===== config.mk =====
export PLATFORM = sky130hd
export DESIGN_NAME = slink_bist_pkt_gen
export DESIGN_NICKNAME = d
export VERILOG_FILES = /design/src/rtl/slink_bist_pkg.sv /design/src/rtl/slink_bist_prbs_word.sv /design/src/rtl/slink_bist_pkt_gen.sv
export SDC_FILE = /design/constraint.sdc
export NUM_CORES = 1
export LEC_CHECK = 0
export ABC_AREA = 1
export CAP_MARGIN = 20
export CORE_MARGIN = 1.5
export CORE_UTILIZATION = 56
export CTS_CLUSTER_DIAMETER = 100
export DETAILED_ROUTE_END_ITERATION = 10
export PLACE_DENSITY = 0.91
export RECOVER_POWER = 50
export SLEW_MARGIN = 20
export SYNTH_ARGS = -nofsm -noshare
export SYNTH_HDL_FRONTEND = slang
export SYNTH_SLANG_ARGS = --single-unit

===== constraint.sdc =====
create_clock -name clk -period 5.35 [get_ports clk]
set_clock_uncertainty 0.1 [all_clocks]
set_input_delay 0.8025 -clock clk [delete_from_list [all_inputs] [get_ports clk]]
set_output_delay 0.8025 -clock clk [all_outputs]
set_load 0.02 [all_outputs]

===== src/rtl/slink_bist_pkg.sv =====
// slink_bist_pkg: shared encodings for the S-Link BIST packet generator (payload modes, PRBS select, FSM states, short-packet DI threshold)
package slink_bist_pkg;
  localparam logic [3:0] MODE_AA = 4'd0;
  localparam logic [3:0] MODE_CC = 4'd1;
  localparam logic [3:0] MODE_F0 = 4'd2;
  localparam logic [3:0] MODE_COUNT = 4'd3;
  localparam logic [3:0] MODE_PRBS = 4'd4;
  localparam logic [1:0] PRBS7 = 2'd0;
  localparam logic [1:0] PRBS9 = 2'd1;
  localparam logic [1:0] PRBS15 = 2'd2;
  localparam logic [1:0] PRBS31 = 2'd3;
  localparam logic [2:0] ST_IDLE = 3'd0;
  localparam logic [2:0] ST_HDR = 3'd1;
  localparam logic [2:0] ST_PAY = 3'd2;
  localparam logic [2:0] ST_END = 3'd3;
  localparam logic [2:0] ST_GAP = 3'd4;
  localparam logic [2:0] ST_DONE = 3'd5;
  localparam logic [7:0] DI_SHORT = 8'h20;
  function automatic logic [7:0] fill_byte(input logic [3:0] m);
    return m == MODE_AA ? 8'hAA : m == MODE_CC ? 8'hCC : m == MODE_F0 ? 8'hF0 : 8'hD0;
  endfunction
  function automatic logic [31:0] prbs_mask(input logic [1:0] s);
    return s == PRBS7 ? 32'h7F : s == PRBS9 ? 32'h1FF : s == PRBS15 ? 32'h7FFF : 32'h7FFF_FFFF;
  endfunction
endpackage


===== src/rtl/slink_bist_prbs_word.sv =====
// slink_bist_prbs_word: selectable Fibonacci LFSR producing WIDTH bits per step, LSB first (clk/reset/load/seed/sel/step in, word out)
module slink_bist_prbs_word
  import slink_bist_pkg::*;
#(
  parameter int WIDTH = 32
) (
  input  logic             clk,
  input  logic             reset,
  input  logic             load,
  input  logic [31:0]      seed,
  input  logic [1:0]       sel,
  input  logic             step,
  output logic [WIDTH-1:0] word
);
  logic [31:0] lfsr, nxt, s, mask, seed_m;
  logic fb;
  assign mask = prbs_mask(sel);
  assign seed_m = seed & mask;
  always_comb begin
    word = '0;
    s = lfsr;
    fb = 1'b0;
    for (int k = 0; k < WIDTH; k++) begin
      fb = sel == PRBS7 ? s[6] ^ s[5] : sel == PRBS9 ? s[8] ^ s[4] : sel == PRBS15 ? s[14] ^ s[13] : s[30] ^ s[27];
      word[k] = fb;
      s = {s[30:0], fb} & mask;
    end
    nxt = s;
  end
  always_ff @(posedge clk) begin
    if (reset) lfsr <= '0;
    else if (load) lfsr <= |seed_m ? seed_m : mask;
    else if (step) lfsr <= nxt;
  end
endmodule


===== src/rtl/slink_bist_pkt_gen.sv =====
// slink_bist_pkt_gen: BIST packet generator for the S-Link TX app interface (swi_* config and advance in; valid/sop/data_id/word_count/app_data and bist status out)
module slink_bist_pkt_gen
  import slink_bist_pkg::*;
#(
  parameter int APP_DATA_WIDTH = 32,
  parameter int APP_DATA_BYTES = APP_DATA_WIDTH / 8,
  parameter int PKT_CNT_WIDTH = 16
) (
  input  logic                      clk,
  input  logic                      reset,
  input  logic                      swi_bist_en,
  input  logic                      swi_bist_reset,
  input  logic [3:0]                swi_bist_mode_payload,
  input  logic [1:0]                swi_bist_prbs_sel,
  input  logic [31:0]               swi_bist_seed,
  input  logic                      swi_bist_mode_wc,
  input  logic [15:0]               swi_bist_wc_min,
  input  logic [15:0]               swi_bist_wc_max,
  input  logic                      swi_bist_mode_di,
  input  logic [7:0]                swi_bist_di_min,
  input  logic [7:0]                swi_bist_di_max,
  input  logic [PKT_CNT_WIDTH-1:0]  swi_bist_pkt_limit,
  input  logic [7:0]                swi_bist_gap,
  output logic                      valid,
  output logic                      sop,
  output logic [7:0]                data_id,
  output logic [15:0]               word_count,
  output logic [APP_DATA_WIDTH-1:0] app_data,
  input  logic                      advance,
  output logic                      bist_active,
  output logic                      bist_done,
  output logic [PKT_CNT_WIDTH-1:0]  bist_pkt_count
);
  logic clr, acc, short_pkt, last, lim_hit, start, eop, load_beat;
  logic [2:0] state, state_n;
  logic [3:0] mode_q;
  logic [1:0] sel_q;
  logic [15:0] byte_off, pat_off, wc_n;
  logic [7:0] gap_cnt, di_n;
  logic [APP_DATA_WIDTH-1:0] prbs_word, pat;
  logic [PKT_CNT_WIDTH-1:0] pkt_inc;
  assign clr = reset | swi_bist_reset;
  assign acc = valid & advance;
  assign short_pkt = data_id < DI_SHORT || word_count == '0;
  assign last = {1'b0, byte_off} + 17'(APP_DATA_BYTES) >= {1'b0, word_count};
  assign pkt_inc = &bist_pkt_count ? bist_pkt_count : bist_pkt_count + 1'b1;
  assign lim_hit = |swi_bist_pkt_limit && pkt_inc >= swi_bist_pkt_limit;
  assign start = state == ST_IDLE && swi_bist_en;
  assign eop = state == ST_END;
  assign load_beat = acc && state_n == ST_PAY;
  assign pat_off = state == ST_PAY ? byte_off + 16'(APP_DATA_BYTES) : '0;
  // A field outside [min,max) or with min>max falls back to min, which also gives the wrap.
  assign di_n = swi_bist_mode_di && data_id >= swi_bist_di_min && data_id < swi_bist_di_max ? data_id + 8'd1 : swi_bist_di_min;
  assign wc_n = swi_bist_mode_wc && word_count >= swi_bist_wc_min && word_count < swi_bist_wc_max ? word_count + 16'd1 : swi_bist_wc_min;
  always_comb begin
    state_n = state;
    case (state)
      ST_IDLE: state_n = swi_bist_en ? ST_HDR : ST_IDLE;
      ST_HDR:  state_n = !acc ? ST_HDR : short_pkt ? ST_END : ST_PAY;
      ST_PAY:  state_n = acc && last ? ST_END : ST_PAY;
      ST_END:  state_n = lim_hit ? ST_DONE : !swi_bist_en ? ST_IDLE : |swi_bist_gap ? ST_GAP : ST_HDR;
      ST_GAP:  state_n = gap_cnt > 8'd1 ? ST_GAP : swi_bist_en ? ST_HDR : ST_IDLE;
      ST_DONE: state_n = swi_bist_en ? ST_DONE : ST_IDLE;
      default: state_n = ST_IDLE;
    endcase
  end
  always_comb begin
    pat = prbs_word;
    if (mode_q != MODE_PRBS)
      for (int i = 0; i < APP_DATA_BYTES; i++)
        pat[8*i +: 8] = mode_q == MODE_COUNT ? 8'(pat_off + 16'(i)) : fill_byte(mode_q);
  end
  // The seed load must see the live select; steps use the select latched with the packet.
  slink_bist_prbs_word #(.WIDTH(APP_DATA_WIDTH)) u_prbs (
    .clk(clk),
    .reset(clr),
    .load(start),
    .seed(swi_bist_seed),
    .sel(start ? swi_bist_prbs_sel : sel_q),
    .step(load_beat && mode_q == MODE_PRBS),
    .word(prbs_word)
  );
  always_ff @(posedge clk) begin
    if (clr) begin
      state <= ST_IDLE;
      valid <= 1'b0;
      sop <= 1'b0;
      data_id <= '0;
      word_count <= '0;
      app_data <= '0;
      bist_active <= 1'b0;
      bist_done <= 1'b0;
      bist_pkt_count <= '0;
      byte_off <= '0;
      gap_cnt <= '0;
      mode_q <= '0;
      sel_q <= '0;
    end else begin
      state <= state_n;
      valid <= state_n == ST_HDR || state_n == ST_PAY;
      sop <= state_n == ST_HDR;
      bist_active <= !(state_n == ST_IDLE || state_n == ST_DONE);
      bist_done <= state_n == ST_DONE;
      app_data <= load_beat ? pat : state_n == ST_PAY ? app_data : '0;
      byte_off <= state_n != ST_PAY ? '0 : state == ST_PAY && acc ? pat_off : byte_off;
      gap_cnt <= eop ? swi_bist_gap : state == ST_GAP ? gap_cnt - 8'd1 : gap_cnt;
      mode_q <= start || eop ? swi_bist_mode_payload : mode_q;
      sel_q <= start || eop ? swi_bist_prbs_sel : sel_q;
      data_id <= start ? swi_bist_di_min : eop ? di_n : data_id;
      word_count <= start ? swi_bist_wc_min : eop ? wc_n : word_count;
      bist_pkt_count <= start ? '0 : eop ? pkt_inc : bist_pkt_count;
    end
  end
endmodule


Yosys cells after proc, flatten, opt, wreduce, memory -nomap -nowiden:

Cells that the tools add are included.

* register bits after elaboration: 140
* input port bits: 117
* output and inout port bits: 76
* word-level logic and storage cells: 373

* add/sub/neg operators: 9
* order comparisons: 8
* equal/unequal tests: 17
* muxes and demuxes: 133
* bitwise operators: 163
* reductions and logical operators: 29

Operators with widths (count)
* 31-bit bitwise AND: 32
* 32-bit two-way mux: 5
* 1-bit bitwise XOR: 128
* 31-bit two-way mux: 4
* 1-bit two-way mux: 99
* 16-bit two-way mux: 5
* 8-bit two-way mux: 9
* 16-bit by 1-bit adder with 16-bit output, second input constant: 2
* 32-bit bitwise AND: 1
* 16-bit >= comparator: 2
* 32-bit OR reduction: 1
* 3-bit one-hot mux with 6 select lines: 1
* 16-bit by 3-bit adder with 17-bit output, second input constant: 1
* 17-bit by 16-bit >= comparator with 1-bit output: 1
* 16-bit by 3-bit adder with 16-bit output, second input constant: 1
* 8-bit by 1-bit adder with 8-bit output, second input constant: 2
* 8-bit by 2-bit adder with 8-bit output, second input constant: 2
* 16-bit zero test: 1
* 16-bit less-than comparator: 1
* 16-bit AND reduction: 1
* 16-bit OR reduction: 1
* 3-bit two-way mux: 5
* 6-bit two-way mux: 2
* 1-bit logical AND: 10
* other kinds (28): 42

Depth between registers and ports, before layout:

* word-level depth: 165
* depth in mapped cells: 35
* depth with buffers taken out: 35

By module:

A second synthesis with hierarchy kept.

* cells, all modules: 2127
* area total of the unflattened synthesis: 13277.7 um2

By module, submodules not included
* slink_bist_pkt_gen: times used 1, cells each 1379, area an instance 8926.1 um2, sequential area each 2182.1 um2
* slink_bist_prbs_word: times used 1, cells each 748, area an instance 4351.7 um2, sequential area each 620.6 um2

Worst setup path before layout:

Ideal clock, no wire load.

* path type: register to register
* start point: register bist_pkt_count[1]
* end point: register u_prbs.lfsr[18]
* setup time: 0.074 ns
* arrival time: 4.325 ns
* required time: 5.176 ns
* path slack: 0.850 ns
* cell stages (with the launch flop): 34
* buffers on the path: 1
* period minus slack after synthesis: 4.500 ns
* cells stage by stage: dfxtp_1 ha_1 inv_1 nor3_1 nand3_1 nor2_1 xor2_1 inv_1 ha_1 inv_1 a21boi_1 o21a_1 o21ai_1 a21boi_0 o21ai_1 nand2_1 nand2_1 nand2_1 nand2_1 nand2_1 a21oi_1 o21ai_1 o41ai_1 nand2_1 nand2_1 nand3_1 nor2_1 nand2_1 nor2_1 inv_1 nor3_1 buf_2 nand2_1 a31oi_1

* longest elaborated chain between the ends: 10
* elaborated cells on any way between the ends: 11
* classes of those cells: add/sub: 1; order compare: 1; eq/ne: 1; mux: 3; reduce/logical: 5

RTL lines
* from (decl): RTL line slink_bist_pkt_gen.sv:32 `output logic [PKT_CNT_WIDTH-1:0] bist_pkt_count`
* from (signal assigned): RTL line slink_bist_pkt_gen.sv:111 `bist_pkt_count <= start ? '0 : eop ? pkt_inc : bist_pkt_count;`
* 16-bit by 1-bit adder with 16-bit output or 16-bit AND reduction (tied branches): RTL line slink_bist_pkt_gen.sv:46 `assign pkt_inc = &bist_pkt_count ? bist_pkt_count : bist_pkt_count + 1'b1;`
* 16-bit two-way mux *: RTL line slink_bist_pkt_gen.sv:46
* 16-bit >= comparator *: RTL line slink_bist_pkt_gen.sv:47 `assign lim_hit = |swi_bist_pkt_limit && pkt_inc >= swi_bist_pkt_limit;`
* 1-bit logical AND *: RTL line slink_bist_pkt_gen.sv:47
* 3-bit two-way mux *: RTL line slink_bist_pkt_gen.sv:61 `ST_END: state_n = lim_hit ? ST_DONE : !swi_bist_en ? ST_IDLE : |swi_bist_gap ? ST_GAP : ST_HDR;`
* 3-bit one-hot mux with 6 select lines *: RTL line slink_bist_pkt_gen.sv:57 `case (state)`
* 3-bit by 2-bit equality test with 1-bit output *: RTL line slink_bist_pkt_gen.sv:50 `assign load_beat = acc && state_n == ST_PAY;`
* 1-bit logical AND *: RTL line slink_bist_pkt_gen.sv:50
* 1-bit logical AND *: RTL line slink_bist_pkt_gen.sv:80 `.step(load_beat && mode_q == MODE_PRBS),`
* 2-bit nonzero test (no source line) *
* to (signal assigned): RTL line slink_bist_prbs_word.sv:32 `else if (load) lfsr <= |seed_m ? seed_m : mask;`
* to (signal assigned): RTL line slink_bist_prbs_word.sv:33 `else if (step) lfsr <= nxt;`
* to (decl): RTL line slink_bist_prbs_word.sv:15 `logic [31:0] lfsr, nxt, s, mask, seed_m;`

Mark *: on every way between the ends. The rest lies on a longest branch, timed or not.
A chain may end at the register's enable or synchronous reset.

Worst setup path in the final report:

* start point: register bist_pkt_count[1]
* end point: register u_prbs.lfsr[26]

Same word-level chain as after synthesis.

==> reports/summary.txt <==
Outcome: complete, no violations
Worst path slowest cell: dfxtp_1
Vias in the first global route: 13,590
Max-Cap Viols: 0
TritonRoute pass-1 iters: 6
Post-route cell area: 0.01545 mm2
Mapped Nets: 2,095
Worst-case reg-to-reg path depth: 34
Max Clk Rate: 0.2008 GHz
Synth Area per Inst: 6.628 um2
Clock Tree Buf Depth: 2
Total grt overflow: 0
Relative slew slack: 20.45%
Via density: 6.016
Worst reg2reg path startpoint: bist_pkt_count[1]$_SDFFE_PP0P_
Final WS setup: 0.3687 ns
Crit path kind: reg -> reg
Post-route setup TNS: 0 ns
Switching Share: 36.33%
Drt drc: 0
Number of top-level pins: 193
Via count: 14,190
Die width: 152.5 um
Reg power frac: 31.1%
Metal-1 WL: 16,860 um
P per Cell Area: 227.9 mW/mm2
Core Region: 0.02189 mm2
Antenna Cells: 0
Synth warn: 0
FF-to-FF setup slack: 0.37 ns
Crit end category: flop
Placement Setup Slack: 0.2611 ns
Psw: 1279 uW
Combinational Power Share: 32.4%
Metal2 WL: 20,080 um
Routed WL: 42,990 um
Hold Crit Start: app_data[28]$_SDFFE_PP0P_
Starting Density: 57.19%
Die Ht: 152.5 um
Clock Latency Late Sink: 0.44 ns
Hold path cells: 2
Met3 Wirelength: 4101 um
Number of synthesized flops with an enable pin: 0
Post-Syn Instances: 1,889
Synth cell types: 65
Share of cells above drive strength 1: 9.572%
Clock Power Share: 36.5%
Min cycle time layout: 4.981 ns
Port Buf Inserts: 191
Initial DRC count: 1,559
Clock-pin slew on the worst setup and hold paths: 0.07 ns
Worst hold path class: reg -> reg
Final nets: 2,272
DR WL/cell: 18.22 um
Antenna Violating Nets Remaining: 0
Placer congestion estimate: 0.9793
Most frequent cells in the layout: 361 x nand2_1, 272 x inv_1, 144 x a21oi_1
Total GRT Usage: 36.30%
Worst-Margin Slew: 1.193 ns
Critical Path RT: 5.61 ns
Max layer used: met5
First-pass GRT wire length: 68,930 um
Period Utilization, post-route: 93.11%
# clock sinks: 140
P&R area growth vs syn: 23.39%
FF+latch count, synth: 140
Die ar.: 0.02326 mm2
Internal power: 2241 uW
Crit path max fanout: 13
Clock Tree Root: clkbuf_16
Leakage power: 0.007081 uW
Slew Limit Fails: 0
H-tree depth: 4
Dpl cell area: 0.01479 mm2
Crit-path most repeated cell: nand2_1
R2r endpoint: u_prbs.lfsr[26]$_SDFFE_PP0P_
Num rows: 54
Hold EP: app_data[28]$_SDFFE_PP0P_
CP arrival: 5.25 ns
Fin. Hold Viols: 0
Primary FF master, synth: dfxtp_1
TritonCTS clock tree: done
Seq/Total Area, Yosys: 22.39%
Count of final setup violators: 0
Dpl hpwl: 32,440 um
CTS Buf Count: 17
Initial antenna violation count: 1
Peak VDD IR: 0.2029 mV
Most common cell after layout, fill and taps aside: nand2_1
Synthesized cell area: 0.01252 mm2
CP max stage delay: 0.37 ns
Largest net degree at the start of global routing: 60
Async SR Flop Fraction: 0%
Startpoint types: flop
cell families after synthesis:
kind of cell             count (synthesis)  synth area share, %
AO/OA/AOI/OAI                          446                21.64
flip-flops                             140                22.39
buffers and inverters                  366                11.37
XOR/XNOR                                99                7.046
multiplexers                             1              0.07996
AND/OR/NAND/NOR                        748                28.58
adder cells (fa/ha/maj)                 89                8.895
layout make-up:
cell class / instances / area [um2]
multi-input cells: 1383 / 8334
clock inverters: 12 / 162.7
fillers: 1839 / 6444
well taps: 280 / 350.3
repair buffers: 235 / 2242
clock buffers: 20 / 466.7
inverters: 289 / 1089
flip-flops and latches: 140 / 2803
per-stage QoR:
stage	total power [uW]	hold WS [ns]	util, %	instances
2_1_floorplan	1843	0.3403	-	1889
3_3_place_gp	2203	0.3547	67.55	2326
3_5_place_dp	2222	0.3589	67.55	2326
4_1_cts	3483	0.3674	70.42	2358
5_1_grt	3660	0.3863	70.56	2359
6_report	3520	0.3620	70.56	2359
per-layer routing:
metal,up-vias,global-route usage (%)
li1,6670,-
met3,186,7.253
met1,6547,44.15
met4,2,17.63
met5,-,0
met2,786,61.30
power by group through the flow:
stage               Combinational [uW]  Clock [uW]  Sequential, uW
floorplan                          732           0            1110
global placement                  1090           0            1120
detailed placement                1110           0            1120
CTS                               1110        1280            1090
global route                      1240        1330            1100
finish                            1140        1290            1090
cell usage after synthesis (5+ instances only):
library cell	n	share of area, %
o221ai_1	10	0.70
nor4_1	6	0.30
nor3_1	32	1.3
clkbuf_1	59	1.8
xor2_1	62	4.3
a21oi_1	144	5.8
buf_2	7	0.28
nand4_1	28	1.4
ha_1	89	8.9
nand2_4	29	2.6
a31oi_1	34	1.7
o21a_1	8	0.48
xnor2_1	35	2.4
o211ai_1	57	3.4
o21ai_0	109	4.4
nand2_2	23	1.1
nand3_1	101	4.0
nand3_2	17	1.4
buf_1	5	0.15
dfxtp_1	140	22
nor2_1	127	3.8
inv_1	274	8.2
inv_2	10	0.30
o21ai_2	8	0.56
o21ai_1	16	0.64
nor2_4	5	0.45
a211oi_1	17	1.0
o2111ai_1	6	0.42
nand2_1	361	11
critical path: cells and delay by family, from the launching register on:
kind | cells | cell delay, ns
adder cells (fa/ha/maj) | 2 | 0.48
XOR/XNOR | 1 | 0.20
AO/OA/AOI/OAI | 9 | 1.01
AND/OR/NAND/NOR | 16 | 1.87
flip-flops | 1 | 0.37
buffers and inverters | 6 | 0.86
registers in the layout, indices dropped and copies added, names as in the netlist:
register	flops
mode_q	4
word_count	16
bist_done	1
state	3
sel_q	2
bist_pkt_count	16
u_prbs.lfsr	31
sop	1
gap_cnt	8
app_data	32
byte_off	16
data_id	8
bist_active	1
valid	1
how the worst max path moves through the flow:
stage | startpoint | to | slack, ns | cells past startpoint
floorplan | bist_pkt_count[1]$_SDFFE_PP0P_ | u_prbs.lfsr[18]$_SDFFE_PP0P_ | 0.85 | 33
global placement | swi_bist_en | app_data[27]$_SDFFE_PP0P_ | 0.36 | 30
detailed placement | swi_bist_en | app_data[27]$_SDFFE_PP0P_ | 0.26 | 30
CTS | bist_pkt_count[1]$_SDFFE_PP0P_ | u_prbs.lfsr[14]$_SDFFE_PP0P_ | 0.16 | 33
global route | bist_pkt_count[1]$_SDFFE_PP0P_ | u_prbs.lfsr[26]$_SDFFE_PP0P_ | -0.05 | 33
finish | bist_pkt_count[1]$_SDFFE_PP0P_ | u_prbs.lfsr[26]$_SDFFE_PP0P_ | 0.37 | 34
what timing repair did:
action / 4_1_cts / 5_1_grt
setup buffers: 0 / 0
endpoints found under the setup margin: 0 / 43
resized for setup: 0 / 10
hold buffers: 0 / 0
Note: power is estimated with default switching activity, not from simulation.
